`config.mk`:
```
export PLATFORM = sky130hd
export DESIGN_NAME = data_port_arbiter
export DESIGN_NICKNAME = d
export VERILOG_FILES = /design/src/rtl/data_port_arbiter.sv
export SDC_FILE = /design/constraint.sdc
export NUM_CORES = 1
export LEC_CHECK = 0
export BUFFER_PORTS_ARGS = -buffer_cell sky130_fd_sc_hd__buf_2
export CORE_AREA = 2 2 122 124
export CTS_CLUSTER_DIAMETER = 100
export DETAILED_ROUTE_END_ITERATION = 16
export DIE_AREA = 0 0 124 126
export MAX_ROUTING_LAYER = met4
export SYNTH_ARGS = -nofsm -noshare
export SYNTH_HDL_FRONTEND = slang
export SYNTH_SLANG_ARGS = --single-unit
```
`constraint.sdc`:
```
create_clock -name clk_i -period 3.22 [get_ports clk_i]
set_input_delay 0.161 -clock clk_i [delete_from_list [all_inputs] [get_ports clk_i]]
set_output_delay 0.161 -clock clk_i [all_outputs]
set_load 0.05 [all_outputs]
```
`src/rtl/data_port_arbiter.sv`:
```
// Two-requester (core, DMA) arbiter in front of a single-ported data RAM.
// One access per two cycles, with a starvation guard that eventually hands priority to the DMA.
module data_port_arbiter #(
  parameter int unsigned STARVE_LIMIT = 4
) (
  input  logic        clk_i,
  input  logic        rst_n_i,
  input  logic        core_req_i,
  input  logic        core_we_i,
  input  logic [3:0]  core_be_i,
  input  logic [31:0] core_adr_i,
  input  logic [31:0] core_wdata_i,
  output logic        core_gnt_o,
  output logic        core_rvalid_o,
  output logic [31:0] core_rdata_o,
  input  logic        dma_req_i,
  input  logic        dma_we_i,
  input  logic [3:0]  dma_be_i,
  input  logic [31:0] dma_adr_i,
  input  logic [31:0] dma_wdata_i,
  output logic        dma_gnt_o,
  output logic        dma_rvalid_o,
  output logic [31:0] dma_rdata_o,
  output logic        mem_req_o,
  output logic        mem_we_o,
  output logic [3:0]  mem_be_o,
  output logic [31:0] mem_adr_o,
  output logic [31:0] mem_wdata_o,
  input  logic [31:0] mem_rdata_i
);

  typedef enum logic [1:0] {IDLE, ISSUE, RESP} state_t;

  localparam logic [3:0] LIMIT = 4'(STARVE_LIMIT);

  state_t      state;
  logic [3:0]  starve_cnt;
  logic        owner_dma;
  logic        we_q;
  logic [3:0]  be_q;
  logic [31:0] adr_q;
  logic [31:0] wdata_q;
  logic        mem_req_q;
  logic        mem_we_q;
  logic        rvalid_core_q;
  logic        rvalid_dma_q;

  logic gnt_window;
  logic dma_wins;
  logic core_gnt;
  logic dma_gnt;
  logic any_gnt;
  logic sel_we;

  // Grants are gated by reset so nothing is offered while rst_n_i is low.
  always_comb begin
    gnt_window = rst_n_i && (state == IDLE || state == RESP);
    dma_wins   = dma_req_i && (!core_req_i || starve_cnt == LIMIT);
    dma_gnt    = gnt_window && dma_wins;
    core_gnt   = gnt_window && core_req_i && !dma_wins;
    any_gnt    = core_gnt || dma_gnt;
    sel_we     = dma_wins ? dma_we_i : core_we_i;
  end

  always_ff @(posedge clk_i or negedge rst_n_i) begin
    if (!rst_n_i) begin
      state         <= IDLE;
      starve_cnt    <= '0;
      owner_dma     <= 1'b0;
      we_q          <= 1'b0;
      be_q          <= '0;
      adr_q         <= '0;
      wdata_q       <= '0;
      mem_req_q     <= 1'b0;
      mem_we_q      <= 1'b0;
      rvalid_core_q <= 1'b0;
      rvalid_dma_q  <= 1'b0;
    end else begin
      mem_req_q     <= any_gnt;
      mem_we_q      <= any_gnt && sel_we;
      rvalid_core_q <= (state == ISSUE) && !owner_dma;
      rvalid_dma_q  <= (state == ISSUE) && owner_dma;

      if (any_gnt) begin
        owner_dma <= dma_gnt;
        we_q      <= sel_we;
        be_q      <= dma_gnt ? dma_be_i    : core_be_i;
        adr_q     <= dma_gnt ? dma_adr_i   : core_adr_i;
        wdata_q   <= dma_gnt ? dma_wdata_i : core_wdata_i;
      end

      if (gnt_window) begin
        if (dma_gnt || !dma_req_i)
          starve_cnt <= '0;
        else if (starve_cnt != LIMIT)
          starve_cnt <= starve_cnt + 4'd1;
      end

      case (state)
        IDLE:    if (any_gnt) state <= ISSUE;
        ISSUE:   state <= RESP;
        RESP:    state <= any_gnt ? ISSUE : IDLE;
        default: state <= IDLE;
      endcase
    end
  end

  assign core_gnt_o    = core_gnt;
  assign dma_gnt_o     = dma_gnt;
  assign mem_req_o     = mem_req_q;
  assign mem_we_o      = mem_we_q;
  assign mem_be_o      = be_q;
  assign mem_adr_o     = adr_q;
  assign mem_wdata_o   = wdata_q;
  assign core_rvalid_o = rvalid_core_q;
  assign dma_rvalid_o  = rvalid_dma_q;

  // RAM data arrives in RESP; we_q still describes the current owner then.
  assign core_rdata_o  = (rvalid_core_q && !we_q) ? mem_rdata_i : '0;
  assign dma_rdata_o   = (rvalid_dma_q  && !we_q) ? mem_rdata_i : '0;

endmodule

```
==> flow_summary.json, run 1 <==
{
  "status": "finished, final reports clean",
  "ys_ff_latch": 80,
  "powerDensity_mw_per_mm2": 562,
  "async_flop_share": 1.00,
  "synth.top_cell.area_share": 0.449,
  "min_path_cells": 3,
  "grt.overflow.total": 0,
  "grt_pass1_vias": 4621,
  "max_freq_mhz": 422,
  "seqCellArea_sq_mm": 0.00200,
  "slowest_stage": "and2_2",
  "worstMarginPinSlew_ns": 1.02,
  "synthCells": 518,
  "dieArea_sq_mm": 0.0156,
  "final.setup.tns_ns": 0,
  "arrival_ns": 2.57,
  "clkLatencyLatePin_ns": 0.35,
  "syn_area_sq_mm": 0.00446,
  "drive_gt1_frac": 0.436,
  "critPathMaxStageDelay_ns": 0.82,
  "route.detailed.drc": 0,
  "cts_setup_buffers": 0,
  "grt_max_degree": 77,
  "die_h_um": 126,
  "mappedNetlistNets": 694,
  "crit_family": "simple AND/OR/NAND/NOR gates",
  "cts_htree_levels": 3,
  "clkTransAtPathRegs_ns": 0.06,
  "antenna_left": 0,
  "cts_tree": "done",
  "path_class": "reg -> reg",
  "cts.sinks": 80,
  "core_sq_mm": 0.0143,
  "final_core_util": 0.448,
  "hp-class": "in -> reg",
  "area_growth_pct": 43.8,
  "vias_per_cell": 4.99,
  "dieWidth_um": 124,
  "ios": 312,
  "endpoint_kind": "flip-flop",
  "peakVddDrop_v": 0.000289,
  "grt_pass1_wl_um": 24800,
  "ys_top_cells_by_area": "dfrtp_1, nor2_1, a221oi_1",
  "post-route-period-util": 0.736,
  "stdcell_area_sq_mm": 0.00641,
  "dr.pass1.iters": 4,
  "multi_input_area_sq_mm": 0.00220,
  "synth_most_common_cell": "nor2_1",
  "drt_iter0_drc": 299,
  "finalMaxSlewViolations": 0,
  "synth_common_cells": "nor2_1, dfrtp_1, a21oi_1",
  "ctsRootBufferMaster": "clkbuf_16",
  "fin_skew_ns": 0.00905,
  "worstPathRequired_ns": 3.42,
  "synth_top_area_cell": "dfrtp_1",
  "vias": 4924,
  "grt_usage": 0.215,
  "wl_um": 16900,
  "place_area_sq_mm": 0.00613,
  "setup_viol": 0,
  "critical_path.max_fanout": 50,
  "p_leak_nw": 3.26,
  "final_cells": 986,
  "dpl.hpwl_um": 12400,
  "worstPathCellList": "inv_1 > ha_1 > nand4b_1 > and2_2 > buf_4 > a221oi_1",
  "cts_made_buffers": 9,
  "reg2reg_from": "starve_cnt[0]",
  "grt_antenna_before_repair": 1,
  "setup.worst_path.start": "starve_cnt[0]",
  "cp_num_buf_inv": 2,
  "nFillCells": 1495,
  "synth_seq_area_share": 0.449,
  "ys_types": 29,
  "place_congestion": 0.813,
  "dp.cells": 968,
  "rsz0062_at_grt": "false",
  "ys.flop_type": "dfrtp_1",
  "cp-start-kind": "flip-flop",
  "start_util": 0.312,
  "reg2reg_depth": 6,
  "clk_path_buf_depth": 2,
  "period_minus_slack_ns": 2.37,
  "synth_edf_count": 0,
  "num_rows": 44,
  "hold_violations": 0,
  "syn_area_per_cell_sq_um": 8.61,
  "timing.max_cap.violations": 0,
  "path_depth": 6,
  "synth.yosys.warnings": 0,
  "slew_headroom": 0.323,
  "hp-start": "dma_wdata_i[4]",
  "wire_per_inst_um": 17.1,
  "place.port_buffers": 311,
  "nets": 972
}
-- layer usage --
layer / vias up / GRT usage / part of all wire
met1: 2316 / 0.252 / 0.40
met2: 215 / 0.365 / 0.51
met4: 0 / 0.0588 / 0.017
li1: 2374 / - / -
met5: - / - / 0
met3: 19 / 0.0516 / 0.078
-- flip-flops by register name, summed over array words and instances (netlist names) --
signal and flops:
core_rvalid_o 1, dma_rvalid_o 1, mem_adr_o 32, mem_be_o 4, mem_req_o 1, mem_wdata_o 32, mem_we_o 1, owner_dma 1
starve_cnt 4, state 2, we_q 1
-- kinds of logic after synthesis --
| kind of cell | count (synthesis) | share of synthesized area |
|---|---|---|
| AND/OR/NAND/NOR | 229 | 0.241 |
| AO/OA/AOI/OAI | 147 | 0.240 |
| flip-flops | 80 | 0.449 |
| buffers and inverters | 59 | 0.0628 |
| adder cells (fa/ha/maj) | 2 | 0.00561 |
| multiplexers | 1 | 0.00224 |
-- area by class of cell --
cell class,count,share of cell area
multi-input combinational,379,0.343
sequential,80,0.312
timing repair buffer,322,0.264
clock buffer,13,0.0390
tap,184,0.0359
clock inverter,3,0.00273
inverter,4,0.00234
antenna,1,0.000390
-- where the power goes --
| group | internal [W] | switching (W) |
|---|---|---|
| Combinational | 0.000369 | 0.00102 |
| Sequential | 0.00117 | 0.0000909 |
| Clock | 0.000542 | 0.000413 |
| Total | 0.00208 | 0.00153 |
-- placed cells by master (no fill, tap or decap), types with 2 or more instances in the layout --
cell type and count:
nor2_1 138, a221oi_1 59, and2_1 68, buf_12 4
nand2_1 6, inv_1 4, clkinv_2 2, clkbuf_1 3
a21oi_1 71, clkbuf_16 9, nand3_1 3, buf_2 310
a221oi_2 10, buf_4 7, dfrtp_1 80, o21ai_0 3
ha_1 2, nor2b_1 5
-- stage by stage --
step	hold WS, ns	setup slack [ns]	total power [W]
finish	0.110	0.850	0.00361
global route	0.112	0.698	0.00379
CTS	0.101	0.843	0.00365
detailed placement	0.112	0.842	0.00267
global placement	0.112	0.855	0.00267
floorplan	-0.135	1.31	0.00225
-- worst paths after layout --
check                                 endpoint  slack (ns)
max in group asynchronous          mem_be_o[0]        1.83
worst min-delay path            mem_wdata_o[4]        0.11
worst min register to register        state[1]        0.42
worst max register to register    mem_adr_o[1]        0.85
min in group asynchronous             state[1]        0.30
worst max-delay path              mem_adr_o[1]        0.85
-- worst reg2reg max path, cell delays in order (launching register included) --
cell and delay (ns):
dfrtp_1 0.38, inv_1 0.08, ha_1 0.21, nand4b_1 0.12, and2_2 0.82, buf_4 0.47
a221oi_1 0.15
-- repair_timing --
item,in CTS,in global routing
hold endpoints to repair,23,0
gates resized for setup,0,0
endpoints found under the setup margin,0,0
hold buffers,1,0
No activity file was read; power rests on OpenSTA's default activity.
==> inputs of run 2 (changes only) <==
--- a/config.mk
+++ b/config.mk
@@ -6,11 +6,12 @@
 export NUM_CORES = 1
 export LEC_CHECK = 0
 export BUFFER_PORTS_ARGS = -buffer_cell sky130_fd_sc_hd__buf_2
-export CORE_AREA = 2 2 122 124
+export CORE_AREA = 2 2 120 122
 export CTS_CLUSTER_DIAMETER = 100
 export DETAILED_ROUTE_END_ITERATION = 16
-export DIE_AREA = 0 0 124 126
+export DIE_AREA = 0 0 122 124
 export MAX_ROUTING_LAYER = met4
+export PLACE_DENSITY = 0.65
 export SYNTH_ARGS = -nofsm -noshare
 export SYNTH_HDL_FRONTEND = slang
 export SYNTH_SLANG_ARGS = --single-unit
==> constraint.sdc (replaced) <==
create_clock -name clk_i -period 2.2 [get_ports clk_i]
set_input_delay 0.11 -clock clk_i [delete_from_list [all_inputs] [get_ports clk_i]]
set_output_delay 0.11 -clock clk_i [all_outputs]
set_load 0.05 [all_outputs]
==> flow_summary.json, run 2 (synthesized netlist as in run 1, its figures left out) <==
{
  "grt.overflow.total": 0,
  "clkLatencyLatePin_ns": 0.34,
  "arrival_ns": 1.81,
  "period_minus_slack_ns": 1.92,
  "ios": 312,
  "dr.pass1.iters": 4,
  "nets": 975,
  "dieArea_sq_mm": 0.0151,
  "powerDensity_mw_per_mm2": 852,
  "drt_iter0_drc": 388,
  "route.met2.wl_um": 8450,
  "route.detailed.drc": 0,
  "wire_per_inst_um": 17.0,
  "hold_violations": 0,
  "rsz0062_at_grt": "false",
  "slew_headroom": 0.520,
  "max_freq_mhz": 521,
  "fin_skew_ns": 0.00650,
  "grt_usage": 0.223,
  "grt_max_degree": 65,
  "reg2reg_depth": 6,
  "layout_common_cells": "buf_2, nor2_1, dfrtp_1",
  "wl_um": 16800,
  "area_growth_pct": 46.0,
  "critical_path.max_fanout": 4,
  "final_common_cell": "buf_2",
  "final.setup.tns_ns": 0,
  "reg2reg_slack_ns": 0.45,
  "timing.max_cap.violations": 0,
  "dpl.hpwl_um": 12300,
  "setup_viol": 0,
  "setup_slack_ns": 0.282,
  "grt_pass1_vias": 4728,
  "seqCellArea_sq_mm": 0.00200,
  "cp-start-kind": "flip-flop",
  "num_rows": 43,
  "drive_gt1_frac": 0.442,
  "clkTransAtPathRegs_ns": 0.06,
  "wl_met1_um": 6510,
  "post-route-period-util": 0.872,
  "worstMarginPinSlew_ns": 0.721,
  "antenna_left": 0,
  "place.port_buffers": 311,
  "place_ws_ns": 0.441,
  "r2r-end": "mem_adr_o[8]",
  "ctsRootBufferMaster": "clkbuf_16",
  "status": "finished, final reports clean",
  "cts_htree_levels": 3,
  "multi_input_area_sq_mm": 0.00220,
  "dieWidth_um": 122,
  "setup.worst_path.start": "starve_cnt[0]",
  "place_congestion": 0.897,
  "path_class": "reg -> out",
  "die_h_um": 124,
  "hp-class": "in -> reg",
  "vias": 4984,
  "cts.sinks": 80,
  "crit_path_end": "dma_gnt_o",
  "endpoint_kind": "output pin",
  "dr.max_layer_used": "met4",
  "finalMaxSlewViolations": 0,
  "worstPathRequired_ns": 2.09,
  "core_sq_mm": 0.0137,
  "reg2reg_from": "starve_cnt[0]",
  "start_util": 0.325,
  "p_leak_nw": 3.31,
  "peakVddDrop_v": 0.000332,
  "cts_tree": "done",
  "nFillCells": 1392,
  "grt_pass1_wl_um": 25100,
  "cts_resized": 0,
  "wl_met3_um": 1350,
  "grt_antenna_before_repair": 4,
  "vias_per_cell": 5.04,
  "clk_path_buf_depth": 2,
  "cts_made_buffers": 9
}
[run 2: changes by cell type in the layout (fill, tap and decap cells not counted), sizes merged]
cell,delta
inv,+2
bufinv,+2
diode,+3
buf,+3
clkbuf,-3
clkinv,-1
[run 2: cell type report]
| type | count | area share |
|---|---|---|
| Antenna cell | 4 | 0.00154 |
| Multi-Input combinational cell | 379 | 0.338 |
| Sequential cell | 80 | 0.307 |
| Tap cell | 180 | 0.0346 |
| Timing Repair Buffer | 325 | 0.265 |
| Clock inverter | 6 | 0.0138 |
| Clock buffer | 10 | 0.0367 |
| Inverter | 4 | 0.00231 |
[run 2: layer usage]
layer / vias to the layer above / GRT usage
li1: 2385 / -
met1: 2328 / 0.260
met2: 246 / 0.380
met3: 25 / 0.0421
met4: 0 / 0.0955
met5: - / -
[run 2: power by group]
part,internal [W],switching (W),leakage [nW]
logic,0.000547,0.00149,2.25
registers,0.00171,0.000144,0.904
clock network,0.00103,0.000626,0.160
total,0.00329,0.00226,3.31
[run 2: worst min path at each step]
stage / from / to / slack, ns / cells after the start
2_1_floorplan: rst_n_i / core_rvalid_o / -0.19 / 0
3_3_place_gp: rst_n_i / state[0] / 0.20 / 2
3_5_place_dp: rst_n_i / state[0] / 0.19 / 2
4_1_cts: dma_be_i[1] / mem_be_o[1] / 0.05 / 3
5_1_grt: dma_wdata_i[11] / mem_wdata_o[11] / 0.06 / 3
6_report: dma_adr_i[15] / mem_adr_o[15] / 0.07 / 3
[run 2: worst max-delay path: stages, from the launching register on]
cell      delay [ns]
dfrtp_1         0.41
inv_1           0.09
ha_1            0.16
nand3b_1        0.17
a21oi_4         0.23
and2_1          0.14
buf_2           0.26
[run 2: timing repair]
| item | 4_1_cts | 5_1_grt |
|---|---|---|
| setup buffers | 0 | 0 |
| hold buffers | 1 | 0 |
| endpoints found under the hold margin | 24 | 0 |
| setup endpoints to repair | 0 | 0 |
[run 2: through the flow]
stage,util,cells,total power (W),hold WS (ns),instance area (sq um)
after detailed placement,0.449,967,0.00392,0.193,6160
after global placement,0.449,967,0.00392,0.196,6160
final,0.475,988,0.00555,0.0664,6510
after floorplan,-,518,0.00329,-0.186,4460
after CTS,0.474,984,0.00561,0.0516,6500
after global routing,0.475,988,0.00582,0.0646,6510
